===== config.mk =====
export PLATFORM = sky130hd
export DESIGN_NAME = alu_commit_stage
export DESIGN_NICKNAME = d
export VERILOG_FILES = /design/src/rtl/alu_commit_stage.sv
export SDC_FILE = /design/constraint.sdc
export NUM_CORES = 1
export LEC_CHECK = 0
export ABC_AREA = 1
export ABC_CLOCK_PERIOD_IN_PS = 5100
export BUFFER_PORTS_ARGS = -buffer_cell sky130_fd_sc_hd__buf_2
export CORE_MARGIN = 8
export CORE_UTILIZATION = 58
export DETAILED_ROUTE_END_ITERATION = 10
export GPL_ROUTABILITY_DRIVEN = 0
export PLACE_DENSITY = 0.89
export SYNTH_ARGS = -nofsm -noshare
export SYNTH_HDL_FRONTEND = slang
export SYNTH_SLANG_ARGS = --single-unit

===== constraint.sdc =====
create_clock -name clk -period 5.1 [get_ports clk]
set_clock_uncertainty 0.05 [all_clocks]
set_input_delay 1.02 -clock clk [delete_from_list [all_inputs] [get_ports clk]]
set_output_delay 1.02 -clock clk [all_outputs]
set_load 0.005 [all_outputs]

===== src/rtl/alu_commit_stage.sv =====
// Commit-side consumer of ALU results: buffers them in a small in-order FIFO and
// retires each one to a contended PRF write port, with a bypass view of the head.
module alu_commit_stage #(
  parameter int DEPTH  = 2,
  parameter int PREG_W = 6,
  parameter int DATA_W = 32
) (
  input  logic                       clk,
  input  logic                       resetn,
  input  logic                       flush,
  input  logic                       alu_to_valid,
  output logic                       cs_allowin,
  input  logic [3:0]                 in_rf_we,
  input  logic [PREG_W-1:0]          in_phy_dest,
  input  logic [DATA_W-1:0]          in_result,
  input  logic                       in_exception,
  output logic [3:0]                 prf_we,
  output logic [PREG_W-1:0]          prf_waddr,
  output logic [DATA_W-1:0]          prf_wdata,
  input  logic                       prf_wr_grant,
  output logic [PREG_W+DATA_W:0]     cs_bypass_bus,
  output logic                       complete_valid,
  output logic [PREG_W-1:0]          complete_preg,
  output logic                       complete_ex,
  output logic [31:0]                stall_cycles
);

  localparam int PTR_W = (DEPTH > 1) ? $clog2(DEPTH) : 1;
  localparam int CNT_W = PTR_W + 1;

  logic [3:0]        mem_we_q   [DEPTH];
  logic [PREG_W-1:0] mem_pd_q   [DEPTH];
  logic [DATA_W-1:0] mem_res_q  [DEPTH];
  logic              mem_ex_q   [DEPTH];

  logic [PTR_W-1:0]  rd_ptr_q, rd_ptr_d;
  logic [PTR_W-1:0]  wr_ptr_q, wr_ptr_d;
  logic [CNT_W-1:0]  count_q,  count_d;
  logic [31:0]       stall_q,  stall_d;

  logic              head_valid;
  logic              head_needs_wr;
  logic              push;
  logic              pop;
  logic [3:0]        head_we;
  logic [PREG_W-1:0] head_pd;
  logic [DATA_W-1:0] head_res;
  logic              head_ex;

  always_comb begin
    head_we  = mem_we_q[rd_ptr_q];
    head_pd  = mem_pd_q[rd_ptr_q];
    head_res = mem_res_q[rd_ptr_q];
    head_ex  = mem_ex_q[rd_ptr_q];

    cs_allowin    = (count_q != CNT_W'(DEPTH));
    head_valid    = (count_q != '0);
    head_needs_wr = head_valid & (|head_we) & ~head_ex;

    push = alu_to_valid & cs_allowin & ~flush;
    // Entries that do not write the PRF (no byte enables, or faulted) drain without a grant.
    pop  = head_valid & (prf_wr_grant | ~head_needs_wr) & ~flush;

    rd_ptr_d = rd_ptr_q;
    wr_ptr_d = wr_ptr_q;
    count_d  = count_q;
    if (flush) begin
      rd_ptr_d = '0;
      wr_ptr_d = '0;
      count_d  = '0;
    end else begin
      if (push) wr_ptr_d = wr_ptr_q + PTR_W'(1);
      if (pop)  rd_ptr_d = rd_ptr_q + PTR_W'(1);
      count_d = count_q + CNT_W'(push) - CNT_W'(pop);
    end

    stall_d = stall_q;
    if (alu_to_valid && !cs_allowin && !flush && (stall_q != 32'hFFFF_FFFF))
      stall_d = stall_q + 32'd1;
  end

  always_ff @(posedge clk or negedge resetn) begin
    if (!resetn) begin
      rd_ptr_q <= '0;
      wr_ptr_q <= '0;
      count_q  <= '0;
      stall_q  <= '0;
    end else begin
      rd_ptr_q <= rd_ptr_d;
      wr_ptr_q <= wr_ptr_d;
      count_q  <= count_d;
      stall_q  <= stall_d;
    end
  end

  always_ff @(posedge clk or negedge resetn) begin
    if (!resetn) begin
      for (int i = 0; i < DEPTH; i++) begin
        mem_we_q[i]  <= '0;
        mem_pd_q[i]  <= '0;
        mem_res_q[i] <= '0;
        mem_ex_q[i]  <= 1'b0;
      end
    end else if (push) begin
      mem_we_q[wr_ptr_q]  <= in_rf_we;
      mem_pd_q[wr_ptr_q]  <= in_phy_dest;
      mem_res_q[wr_ptr_q] <= in_result;
      mem_ex_q[wr_ptr_q]  <= in_exception;
    end
  end

  // Head fields are gated so stale storage never leaks onto idle outputs.
  assign prf_we         = (head_needs_wr && !flush) ? head_we : 4'b0;
  assign prf_waddr      = head_needs_wr ? head_pd  : '0;
  assign prf_wdata      = head_needs_wr ? head_res : '0;
  assign cs_bypass_bus  = head_needs_wr ? {1'b1, head_pd, head_res} : '0;
  assign complete_valid = pop;
  assign complete_preg  = pop ? head_pd : '0;
  assign complete_ex    = pop & head_ex;
  assign stall_cycles   = stall_q;

endmodule


==> impl.org, run 1 <==
** Outcome
- Result of the run :: complete, no violations

** Setup path
- Together, buffers and inverters on the worst path number 3.
- Worst-path cell chain :: buf_4 -> nand2_1 -> nand2_1 -> nor2_1 -> nand2_1 -> nand3_2 -> inv_2 -> nand2_1 -> nor2_1 -> buf_2
- Slowest stage cell on the critical path :: nand3_2
- The setup path with the least slack is of type reg -> out.
- Critical Path AT :: slightly above 3 ns
- Launch point of the worst path :: rd_ptr_q$_DFFE_PN0P_
- Biggest fanout along the worst timing path :: 37
- CP most frequent cell :: nand2_1
- STA classifies the critical path endpoint as an output port.
- Crit Reg-Reg Startpoint :: rd_ptr_q$_DFFE_PN0P_
- STA puts the critical path data required time at approximately 4.0 ns.
- Startpoint Class :: flip-flop
- On the worst path, the slowest cell contributes a delay of 0.64 ns.
- Among cell families on the critical path, the largest total delay comes from simple AND/OR/NAND/NOR gates.

** Floorplanning
- Full die area :: 15100 µm²
- Starting utilization of the core area :: 0.588
- Count of boundary I/O pins :: 170
- In this run the core area contains 39 standard-cell rows.
- Std-Cell Core Area :: 11300 µm²
- In this run the vertical extent of the chip is ~120 µm.
- The die is 123 µm wide.

** Pwr
- For this design the static power due to leakage is 4.28 nW.
- Summing internal, switching and leakage power gives 3.84 mW.
- In this run the power density over the cells is ~490 nW/µm².
- VDD IR max :: between 0.2 and 0.3 mV

** Clock network
- The clock passes through at most 2 buffers.
- Clock-pin slew was measured on the worst setup and hold paths at approximately 0.06 ns.
- Buffers inserted during clock tree synthesis total 17.
- Clock Root Buffer :: clkbuf_16
- Post-CTS Setup Repair Bufs :: 0
- Clock tree sinks :: 122
- The H-tree was split into 4 levels.
- After clock tree synthesis, the flow added hold-fix buffers numbering 0.
- TritonCTS built the clock tree.
- Insertion delay of the later-clocked pin in the worst-skew pair :: 0.41 ns
- Post-CTS Resized :: 0

** Synth
- Number of nets produced by synthesis :: 919
- Of the total synthesized cell area, the portion taken by AND, OR, NAND and NOR gates is 0.282.
- The compound-gate portion of the synthesized area was 0.0977.
- Portion of netlist area occupied by mux cells :: 0.00907
- Of the total synthesized cell area, the portion taken by full adders, half adders and majority gates is 0.00567.
- The number of different library cells used by synthesis comes to 32.
- The share of the Yosys chip area taken by registers is 0.461.
- Number of warning messages in the yosys log :: 0
- Dominant combinational cell family by area after synthesis :: simple AND/OR/NAND/NOR gates
- Synthesized area :: 6620 µm²
- Avg Inst Size Synth :: roughly 7.6 µm²
- After synthesis the netlist holds a flip-flop and latch count of approximately 120.
- Synthesized instance count :: between 800 and 900
- Xor/xnor share of the synthesized area :: 0.0251
- Leading cell types by total area after synthesis :: dfrtp_1 (46%), nand2_1 (19%), o21ai_0 (5.3%), buf_4 (4.5%), nor2_1 (3.9%)
- The share of synthesized area in the top cell type comes to 0.461.
- Cell taking the most area after synthesis :: dfrtp_1

** Routing
- Met2 wire len :: 8.25 mm
- The detailed router used layers up to and including met4.
- The detailed router put a total of slightly below 7 mm of wire on met1.
- Once detail routing completed, the nets flagged for antenna violations numbered 0.
- Vias per Instance :: just over 5
- Summing over every cut layer, the via total after detailed routing is 5901.
- Average wire per standard cell :: roughly 15 µm
- The pre-antenna-repair detailed-routing pass consisted of 6 iterations.
- Final routed wirelength across all metal layers :: ~17 mm
- After detailed routing, the met3 layer carries 1.42 mm of wire.
- After the first detailed-routing iteration, the DRC count stood at ~400.
- DR DRC count :: 0

** Job
- Across the run, the number of max-cap violations was 0.

** Final layout
- Commonest cells after routing, fill and taps aside :: nand2_1 (344), buf_2 (168), dfrtp_1 (121)
- After the last flow step, the layout net total stands at slightly above 1000.
- Excluding fillers, the count of instances in the completed layout stands at 1143.
- Layout Area Growth over Synthesis :: 17.3%
- Sequential cell area :: 3050 µm²
- Total of fill cells in the finished design :: 897
- Leaving out fill and tap cells, the most frequent cell in the layout is nand2_1.
- Share of post-route cells with drive strength above 1 :: 0.241
- Multi-input gate area :: 2790 µm²
- The repair_antennas step left the layout with diodes totalling 0.

** Timing
- Headroom to the max-slew limit :: 0.433
- Dividing the final minimum period by the clock period gives 0.811.
- The clock period could shrink to 4.13 ns.
- Slew @ Worst Pin :: 0.850 ns
- Highest clock rate :: 0.242 GHz
- Sum Neg Setup Slack :: 0 ns
- Setup repair after global routing missed its margin :: no
- Once routing completed, OpenROAD measured the worst setup slack at just under 1 ns.
- Count of endpoints failing setup in the final report :: 0
- Count of final max-slew check failures :: 0
- Hold_ws :: ~0.43 ns
- The final hold violation count is 0.

** Placed design
- Total placed cells including tap cells :: 1111
- At the placement stage, the worst setup path has a slack of around 1.4 ns.
- The count of buffers added on input and output ports is 169.
- Summed over all nets, the half-perimeter wirelength after detailed placement is ~12 mm.

** Global route
- Overflow after GRT :: 0
- Entering global routing, the biggest net connects 53 pins.
- Global-route wire length before repair :: 27.1 mm
- Initial antenna violation count :: 0
- Total Routing Usage GR :: 0.226
- Vias in the first global route :: a little under 6000

** Min path
- Class of the worst hold path :: reg -> reg
- The startpoint identified for the worst hold timing path is mem_res_q[18]$_DFFE_PN0P_.
-- kinds of logic after synthesis --
family | Yosys count
AND/OR/NAND/NOR | 453
adder cells (fa/ha/maj) | 3
XOR/XNOR | 19
buffers and inverters | 144
AO/OA/AOI/OAI | 121
multiplexers | 6
flip-flops | 122
-- path summary, 6_finish.rpt --
check | endpoint | slack (ns) | depth (start not counted)
max | prf_we[0] | 0.97 | 10
min | mem_res_q[18]$_DFFE_PN0P_ | 0.43 | 2
max reg2reg | count_q[1]$_DFF_PN0_ | 2.46 | 13
min reg2reg | mem_res_q[18]$_DFFE_PN0P_ | 0.43 | 2
max in group asynchronous | rd_ptr_q$_DFFE_PN0P_ | 3.37 | 2
min in group asynchronous | stall_cycles[10]$_DFFE_PN0P_ | 0.58 | 1
-- cell usage after synthesis --
cell / n
a21oi_1: 22
nor3_4: 1
nand2_8: 1
nor2_2: 4
buf_2: 10
o21ai_0: 70
nand3_2: 2
buf_6: 11
nand4_1: 3
dfrtp_1: 122
nand3_1: 8
nor2_4: 1
nand3b_1: 13
inv_2: 2
inv_6: 1
buf_4: 40
nand2_4: 2
nand2_1: 344
clkbuf_1: 15
a21oi_2: 10
or2_2: 1
xor2_1: 10
nand2_2: 3
nor2_1: 68
mux2i_1: 6
o21ai_2: 1
o21ai_1: 18
xnor2_1: 9
or2_1: 1
nor2_8: 1
ha_1: 3
inv_1: 65
-- routing by layer --
layer,vias up,GRT usage
met4,0,0.0899
met1,2737,0.277
met2,239,0.365
met5,-,0
met3,32,0.0722
li1,2893,-
-- flip-flops by register name, indices dropped and copies added (netlist names) --
| name | flops |
|---|---|
| mem_we_q | 8 |
| rd_ptr_q | 1 |
| stall_cycles | 32 |
| mem_res_q | 64 |
| count_q | 2 |
| wr_ptr_q | 1 |
| mem_ex_q | 2 |
| mem_pd_q | 12 |
-- area by class of cell --
class	count	share of cell area
inverter	68	0.0335
tap	143	0.0230
multi-input combinational	602	0.358
timing repair buffer	176	0.116
sequential	122	0.393
clock inverter	15	0.0214
clock buffer	17	0.0547
-- power breakdown --
group	switching [mW]	total (mW)	internal, mW
sequential	0.211	1.52	1.30
clock	0.464	1.19	0.727
combinational	0.692	1.13	0.439
total	1.37	3.84	2.47
-- through the flow --
stage / cell area [µm²] / util
after floorplan: 6620 / -
after global placement: 7180 / 0.637
after detailed placement: 7180 / 0.637
after CTS: 7770 / 0.689
after global routing: 7770 / 0.689
final: 7770 / 0.689
-- worst reg2reg max path, cell delays in order, from the launching register on --
cell	delay [ns]
dfrtp_2	0.62
buf_4	0.38
nand2_1	0.10
nand2_1	0.11
nor2_1	0.06
nand2_1	0.08
nand3_1	0.13
nand3_2	0.20
inv_1	0.09
ha_1	0.28
inv_1	0.04
ha_1	0.18
xor2_1	0.17
nor2_1	0.05
(Power assumes the default switching activity.)
==> inputs of run 2 (changes only) <==
--- a/config.mk
+++ b/config.mk
@@ -6,13 +6,13 @@
 export NUM_CORES = 1
 export LEC_CHECK = 0
 export ABC_AREA = 1
-export ABC_CLOCK_PERIOD_IN_PS = 5100
+export ABC_CLOCK_PERIOD_IN_PS = 4000
 export BUFFER_PORTS_ARGS = -buffer_cell sky130_fd_sc_hd__buf_2
 export CORE_MARGIN = 8
-export CORE_UTILIZATION = 58
+export CORE_UTILIZATION = 54
 export DETAILED_ROUTE_END_ITERATION = 10
 export GPL_ROUTABILITY_DRIVEN = 0
-export PLACE_DENSITY = 0.89
+export PLACE_DENSITY = 0.84
 export SYNTH_ARGS = -nofsm -noshare
 export SYNTH_HDL_FRONTEND = slang
 export SYNTH_SLANG_ARGS = --single-unit
==> constraint.sdc (replaced) <==
create_clock -name clk -period 4 [get_ports clk]
set_clock_uncertainty 0.05 [all_clocks]
set_input_delay 0.8 -clock clk [delete_from_list [all_inputs] [get_ports clk]]
set_output_delay 0.8 -clock clk [all_outputs]
set_load 0.005 [all_outputs]
==> run 2 against run 1 <==
Final cell count is 0.52% higher. Highest routed layer unchanged. Combinational power is 28% higher. Global-route usage is 0.94 points lower. Largest power group unchanged. Utilization is 4.0 points lower. Total power is 28% higher. First-iteration DRC count is 7.7% higher. Cell area is 0.35% higher. Sequential power is 27% higher.
==> impl.org, run 2 (synthesis results as in run 1) <==
** Routing
- Final routed wirelength across all metal layers :: 17.1 mm (+2.0%)
- The via density per instance is 5.15 (-0.15%).
- Number of DRC violations after detailed-routing iteration 0 :: 432 (+7.7%)
- Pre-antenna DRT Iters :: 5 (-1)
- Number of nets still failing antenna checks after routing :: 0 (unchanged)
- Average wire per standard cell :: 14.9 µm (+1.5%)
- The total DRC errors in the routed layout was 0 (unchanged).
- The vias after detailed routing came to 5923 (+0.37%).

** Global route
- The pin count of the biggest net entering global routing came to 87 (+64%).
- The first-pass GRT wire length came to 28.3 mm (+4.5%).
- The total routing usage reported by global routing came to 0.217 (-0.00942).
- Overflow after GRT :: 0 (unchanged)
- The number of antenna violations at the first check in global routing was 0 (unchanged).
- The via count of the first global-routing pass came to 5878 (+1.7%).

** Final layout
- Layout Area Growth over Synthesis :: 17.7%
- Final net count :: 1040 (+0.19%)
- The share of final-layout standard cells stronger than drive strength 1 came to 0.243 (+0.00151).
- The library cell used most frequently in the layout, excluding fill and tap cells, is nand2_1.
- Ranked by flip-flop count, first place goes to mem_res_q.
- Inserted Diodes :: 0 (unchanged)
- Post-layout instance count excluding filler cells :: 1149 (+0.52%)
- The flip-flop count of the largest register after layout is 64 (unchanged).
- Commonest cells after routing, fill and taps aside :: nand2_1 (344), buf_2 (168), dfrtp_1 (121)

** Timing
- The headroom to the max-slew limit is 0.501 (+0.0676).
- The transition time of the tightest slew-check pin came to 0.749 ns (-0.100 ns).
- Sum Neg Setup Slack :: 0 ns (unchanged)
- Of the available clock period, the critical path in the final layout requires 0.911.
- The smallest clock period supported by the final layout is computed as about 3.6 ns.
- Setup repair after global routing left no endpoint under its margin.
- Number of hold violations in the final report :: 0 (unchanged)
- The final-report setup violation count was 0 (unchanged).
- The number of pins with negative max-slew slack in the final report was 0 (unchanged).
- Static timing analysis puts the maximum clock frequency at about 0.27 GHz.

** Clock network
- The clock-pin slew on the worst setup and hold paths came to 0.06 ns (about the same).
- H-tree levels :: 4 (unchanged)
- The count of clock tree sinks came to 122 (unchanged).
- TritonCTS built the clock tree.
- CTS Hold Bufs :: 0 (unchanged)
- Clock Root Buffer :: clkbuf_16
- The insertion delay of the later-clocked pin in the worst-skew pair was 0.42 ns (about the same).
- The TritonCTS buffer count was 17 (unchanged).
- Clock tree buffer depth :: 2 (unchanged)

** Setup path
- Launch point of the worst path :: rd_ptr_q$_DFFE_PN0P_
- The most critical setup path has its endpoint at cs_bypass_bus[29].
- The worst setup path is launched from a flip-flop.
- The critical path goes through inv_4 -> nand2_1 -> nand2_1 -> nor2_1 -> nand2_1 -> nand3_2 -> buf_4 -> a21oi_1 -> buf_2.
- R2r endpoint :: count_q[1]$_DFF_PN0_
- Req. time, crit path :: 3.15 ns (-0.88 ns)
- The arrival time at the worst endpoint came to 2.80 ns (-0.26 ns).
- Dominant delay contributor by cell family on the critical path :: buffers and inverters
- The maximum net fanout on the critical path came to 26 (-30%).
- The startpoint identified for the worst register-to-register timing path is rd_ptr_q$_DFFE_PN0P_.
- The critical path is of the reg -> out type.
- CP max stage delay :: 0.57 ns (-0.07 ns)
- The depth of the worst register-to-register path was 13 (unchanged).
- The most numerous cell type found on the critical path is nand2_1.
- The largest individual stage delay along the critical path comes from the cell dfrtp_2.
- Register-to-Register Setup Slack :: 1.47 ns (-0.99 ns)
- Stages on the worst setup path :: 9 (-1)
- The worst setup path is captured at an output port.
- The number of buffers and inverters on the critical path is 3 (unchanged).

** Floorplanning
- Count of boundary I/O pins :: 170 (unchanged)
- Starting utilization of the core area :: 0.551 (-0.0362)
- The die width is 127 µm (+3.2%).
- Die outline height :: 127 µm (+3.2%)
- # rows :: 40 (+2.6%)
- Std-Cell Core Area :: 12000 µm² (+6.6%)
- Full die area :: 16100 µm² (+6.4%)

** Pwr
- The cell leakage power was 4.30 nW (+0.41%).
- VDD IR max :: 0.318 mV (+9.8%)
- The total power of the final layout was 4.89 mW (+28%).
- The areal power density over the cells was 628 nW/µm² (+27%).

** Placed design
- The placed wire-length estimate is 11.9 mm (+1.1%).
- The count of input and output buffers is 169 (unchanged).
- Total placed cells including tap cells :: 1117 (+0.54%)

** Job
- Max cap viols :: 0 (unchanged)

** Outcome
- The flow ran to the end, and the final reports show no timing, DRC or antenna violations.

** Min path
- The worst hold path belongs to the class in -> async.
==> run 2: cell types whose count changed in the layout (fill, tap and decap cells not counted) <==
| cell | before | now |
|---|---|---|
| inv_8 | 1 | 0 |
| clkbuf_8 | 0 | 2 |
| clkinv_4 | 5 | 6 |
| buf_4 | 8 | 10 |
| clkinvlp_4 | 2 | 1 |
| inv_2 | 2 | 1 |
| inv_6 | 4 | 2 |
| clkinv_2 | 2 | 3 |
| inv_4 | 0 | 1 |
==> run 2: metrics by stage <==
stage	setup slack (ns)	area (µm²)	hold WS [ns]	utilization
after floorplan	1.64	6620	0.395	-
after global placement	0.817	7200	0.414	0.599
after detailed placement	0.729	7200	0.423	0.599
after CTS	0.196	7800	0.398	0.649
after global routing	0.135	7800	0.419	0.649
final	0.354	7800	0.357	0.649
==> run 2: layout make-up <==
cell class              count  area, µm²
clock buffers              19        453
clock inverters            13        144
fillers                  1041       4210
inverters                  68        263
multi-input cells         602       2790
flip-flops and latches    122       3050
well taps                 147        184
repair buffers            178        916
==> run 2: worst min path at each step <==
stage                       startpoint                           end  slack, ns
2_1_floorplan  mem_ex_q[1]$_DFFE_PN0P_       mem_ex_q[1]$_DFFE_PN0P_       0.40
3_3_place_gp   mem_ex_q[1]$_DFFE_PN0P_       mem_ex_q[1]$_DFFE_PN0P_       0.41
3_5_place_dp   mem_pd_q[6]$_DFFE_PN0P_       mem_pd_q[6]$_DFFE_PN0P_       0.42
4_1_cts                         resetn      mem_pd_q[11]$_DFFE_PN0P_       0.40
5_1_grt                         resetn  stall_cycles[13]$_DFFE_PN0P_       0.42
6_report                        resetn  stall_cycles[13]$_DFFE_PN0P_       0.36
==> run 2: repair_timing <==
item,4_1_cts,5_1_grt
setup endpoints to repair,0,4
resized for setup,0,2
buffers inserted,0,0
==> run 2: where the power goes <==
group	total, mW	internal (mW)	switching, mW
clock network	1.52	0.952	0.567
registers	1.93	1.66	0.262
logic	1.45	0.559	0.892
==> run 2: per-layer routing <==
metal  up-vias  part of all wire  global-route usage
li1       2900                 -                   -
met1      2752              0.40               0.246
met2       226              0.49               0.371
met3        45             0.081              0.0695
met4         0             0.026              0.0903
met5         -                 0                   0
==> inputs of run 3 (changes only) <==
--- a/config.mk
+++ b/config.mk
@@ -8,11 +8,12 @@
 export ABC_AREA = 1
 export ABC_CLOCK_PERIOD_IN_PS = 4000
 export BUFFER_PORTS_ARGS = -buffer_cell sky130_fd_sc_hd__buf_2
-export CORE_MARGIN = 8
+export CORE_MARGIN = 5
 export CORE_UTILIZATION = 54
 export DETAILED_ROUTE_END_ITERATION = 10
 export GPL_ROUTABILITY_DRIVEN = 0
 export PLACE_DENSITY = 0.84
+export SLEW_MARGIN = 20
 export SYNTH_ARGS = -nofsm -noshare
 export SYNTH_HDL_FRONTEND = slang
 export SYNTH_SLANG_ARGS = --single-unit
==> run 3 against run 2 <==
Clock-buffer cell count up 2. Critical path depth unchanged. Global-route usage up 0.54 points. Non-clock buffer count down 3. Via count down 2.2%. First-iteration DRC count up 25%. Highest routed layer unchanged.
==> impl.org, run 3 (synthesis results as in run 1) <==
** Timing
- Setup repair after global routing left no endpoint under its margin.
- Final cycle utilization of the critical path :: 0.838 (-0.0735)
- Highest clock rate :: 0.298 GHz (+8.8%)
- Smallest setup slack after layout :: 0.648 ns (+0.294 ns)
- Sum Neg Setup Slack :: 0 ns (unchanged)
- Final Critical Period :: 3.35 ns (-0.294 ns)
- Headroom to the max-slew limit :: 0.447 (-0.0539)
- The transition time of the tightest slew-check pin is 0.829 ns (+0.0799 ns).
- Number of hold violations in the final report :: 0 (unchanged)
- The number of pins with negative max-slew slack in the final report came to 0 (unchanged).
- The final-report setup violation count is 0 (unchanged).

** Clock network
- TritonCTS built the clock tree.
- Post-CTS Setup Repair Bufs :: 0 (unchanged)
- The maximum level of the CTS H-tree is 4 (unchanged).
- CTS buffer count :: 17 (unchanged)
- The insertion delay of the later-clocked pin in the worst-skew pair was 0.41 ns (about the same).
- Clock tree sinks :: 122 (unchanged)
- The count of cells resized by post-cts repair was 0 (unchanged).
- The number of hold buffers added after cts was 0 (unchanged).
- Clock tree buffer depth :: 2 (unchanged)
- Clock-pin slew of the registers on the worst-case setup and hold paths :: 0.06 ns (about the same)
- Clock Root Buffer :: clkbuf_16

** Setup path
- Register-to-Register Setup Slack :: 1.45 ns (-0.02 ns)
- The required time of the critical path is 3.15 ns (about the same).
- The critical path in this run is classified as reg -> out.
- The startpoint identified for the worst register-to-register timing path is rd_ptr_q$_DFFE_PN0P_.
- The depth of the worst register-to-register path came to 13 (unchanged).
- The maximum net fanout on the critical path is 39 (+50%).
- Critical Path AT :: 2.50 ns (-0.30 ns)
- STA classifies the critical path startpoint as a flip-flop.
- R2r endpoint :: count_q[1]$_DFF_PN0_
- Crit path capture type :: output port

** Final layout
- Sequential cell area :: 3050 µm² (about the same)
- Counting flops per register, the top entry is mem_res_q.
- Share of post-route cells with drive strength above 1 :: 0.236 (-0.00628)
- From synthesis to final layout, the design area changed by 17.5%.
- The flip-flop count of the largest register after layout is 64 (unchanged).
- Total of fill cells in the finished design :: 1005 (-3.5%)
- Final net count :: 1037 (-0.29%)
- Commonest cells after routing, fill and taps aside :: nand2_1 (344), buf_2 (168), dfrtp_1 (122)
- The area used by multi-input combinational logic came to 2790 µm² (unchanged).
- Inserted Diodes :: 0 (unchanged)
- Most common cell after layout, fill and taps aside :: nand2_1

** Routing
- Average wire per standard cell :: 13.7 µm (-7.8%)
- The highest metal layer carrying signal wires in the routed design is met4.
- The number of nets with antenna violations after routing was 0 (unchanged).
- Number of DRC violations after detailed-routing iteration 0 :: 541 (+25%)
- Final routed wirelength across all metal layers :: 15.7 mm (-8.0%)
- The wire length on met1 is 6.69 mm (-2.5%).
- Vias per Instance :: 5.05 (-1.9%)
- The total DRC errors in the routed layout was 0 (unchanged).
- Routed wl met3 :: 928 µm (-33%)
- Pre-antenna DRT Iters :: 5 (unchanged)
- Met2 wire len :: 7.71 mm (-8.1%)
- The vias after detailed routing was 5793 (-2.2%).

** Floorplanning
- Die width :: 121 µm (-4.7%)
- Count of boundary I/O pins :: 170 (unchanged)
- Die outline height :: 121 µm (-4.7%)
- # rows :: 40 (unchanged)
- The area enclosed by the die boundary was 14600 µm² (-9.2%).
- The area of the core is 12000 µm² (unchanged).
- The initial standard-cell utilization of the core came to 0.551 (unchanged).

** Min path
- Class of the worst hold path :: in -> async

** Global route
- Overflow after GRT :: 0 (unchanged)
- Initial antenna violation count :: 0 (unchanged)
- The via count of the first global-routing pass was 5622 (-4.4%).
- The pin count of the biggest net entering global routing was 88 (+1.1%).
- The first-pass GRT wire length is 26.2 mm (-7.5%).
- Total Routing Usage GR :: 0.222 (+0.00538)

** Placed design
- Worst Setup Slack post-DPL :: 1.05 ns (+0.322 ns)
- The placed wire-length estimate is 10.8 mm (-9.2%).
- Port Buffer Count :: 169 (unchanged)

** Pwr
- The cell leakage power came to 4.28 nW (-0.36%).
- Clock share of power :: 0.315 (+0.005)
- The logic gate share of total power came to 0.293 (-0.003).
- The areal power density over the cells came to 626 nW/µm² (-0.33%).
- Cell-internal power :: 3.21 mW (+1.3%)
- The switching power total came to 1.66 mW (-3.7%).
- Sw frac :: 0.340 (-0.0114)
- The register share of total power was 0.392 (about the same).
- The worst IR drop on VDD is 0.279 mV (-12%).

** Job
- The number of max-cap violations came to 0 (unchanged).

** Outcome
- The run finished with clean final reports.
==> run 3: cell types whose count changed in the layout (fill, tap and decap cells not counted), sizes merged <==
| cell | before | now |
|---|---|---|
| inv | 69 | 68 |
| bufinv | 2 | 3 |
| clkbuf | 19 | 21 |
| clkinvlp | 1 | 2 |
| buf | 178 | 175 |
| clkinv | 9 | 6 |
==> run 3: metrics by stage <==
| step | cells | hold WS [ns] | total power [mW] | area (µm²) | util |
|---|---|---|---|---|---|
| after floorplan | 868 | 0.395 | 3.01 | 6620 | - |
| after global placement | 1114 | 0.416 | 3.30 | 7190 | 0.598 |
| after detailed placement | 1114 | 0.423 | 3.36 | 7190 | 0.598 |
| after CTS | 1146 | 0.428 | 4.93 | 7780 | 0.648 |
| after global routing | 1146 | 0.449 | 5.22 | 7780 | 0.648 |
| final | 1146 | 0.412 | 4.87 | 7780 | 0.648 |
==> run 3: how the worst max path moves through the flow <==
stage                                     from                to  slack (ns)  depth (start not counted)
after floorplan           rd_ptr_q$_DFFE_PN0P_     prf_wdata[18]        1.64                         12
after global placement    rd_ptr_q$_DFFE_PN0P_  cs_bypass_bus[5]        1.17                          9
after detailed placement  rd_ptr_q$_DFFE_PN0P_  cs_bypass_bus[5]        1.05                          9
after CTS                 rd_ptr_q$_DFFE_PN0P_  cs_bypass_bus[5]        0.59                          9
after global routing      rd_ptr_q$_DFFE_PN0P_         prf_we[2]        0.44                         11
final                     rd_ptr_q$_DFFE_PN0P_  cs_bypass_bus[5]        0.65                          9
==> run 3: power groups by stage <==
stage / clock (mW) / sequential (mW) / combinational [mW]
2_1_floorplan: 0 / 1.86 / 1.15
3_3_place_gp: 0 / 1.90 / 1.40
3_5_place_dp: 0 / 1.92 / 1.44
4_1_cts: 1.56 / 1.91 / 1.46
5_1_grt: 1.62 / 1.97 / 1.63
6_report: 1.53 / 1.91 / 1.43
==> run 3: final cells by class <==
cell class | count | share of cell area
flip-flops and latches | 122 | 0.392
multi-input cells | 602 | 0.358
repair buffers | 175 | 0.116
clock buffers | 21 | 0.0579
inverters | 68 | 0.0334
well taps | 147 | 0.0236
clock inverters | 11 | 0.0188
==> run 3: per-layer routing <==
layer | vias to the layer above | track usage
li1 | 2901 | -
met4 | 0 | 0.0956
met5 | - | 0
met2 | 190 | 0.365
met3 | 32 | 0.0505
met1 | 2670 | 0.283
==> run 3: critical path, cell delays in order, from the launching register on <==
cell and delay, ns:
dfrtp_1 0.38, inv_2 0.51, nand2_1 0.12, nand2_1 0.11, nor2_1 0.05, nand2_1 0.09
nand3_2 0.06, buf_4 0.29, a21oi_1 0.29, buf_2 0.18
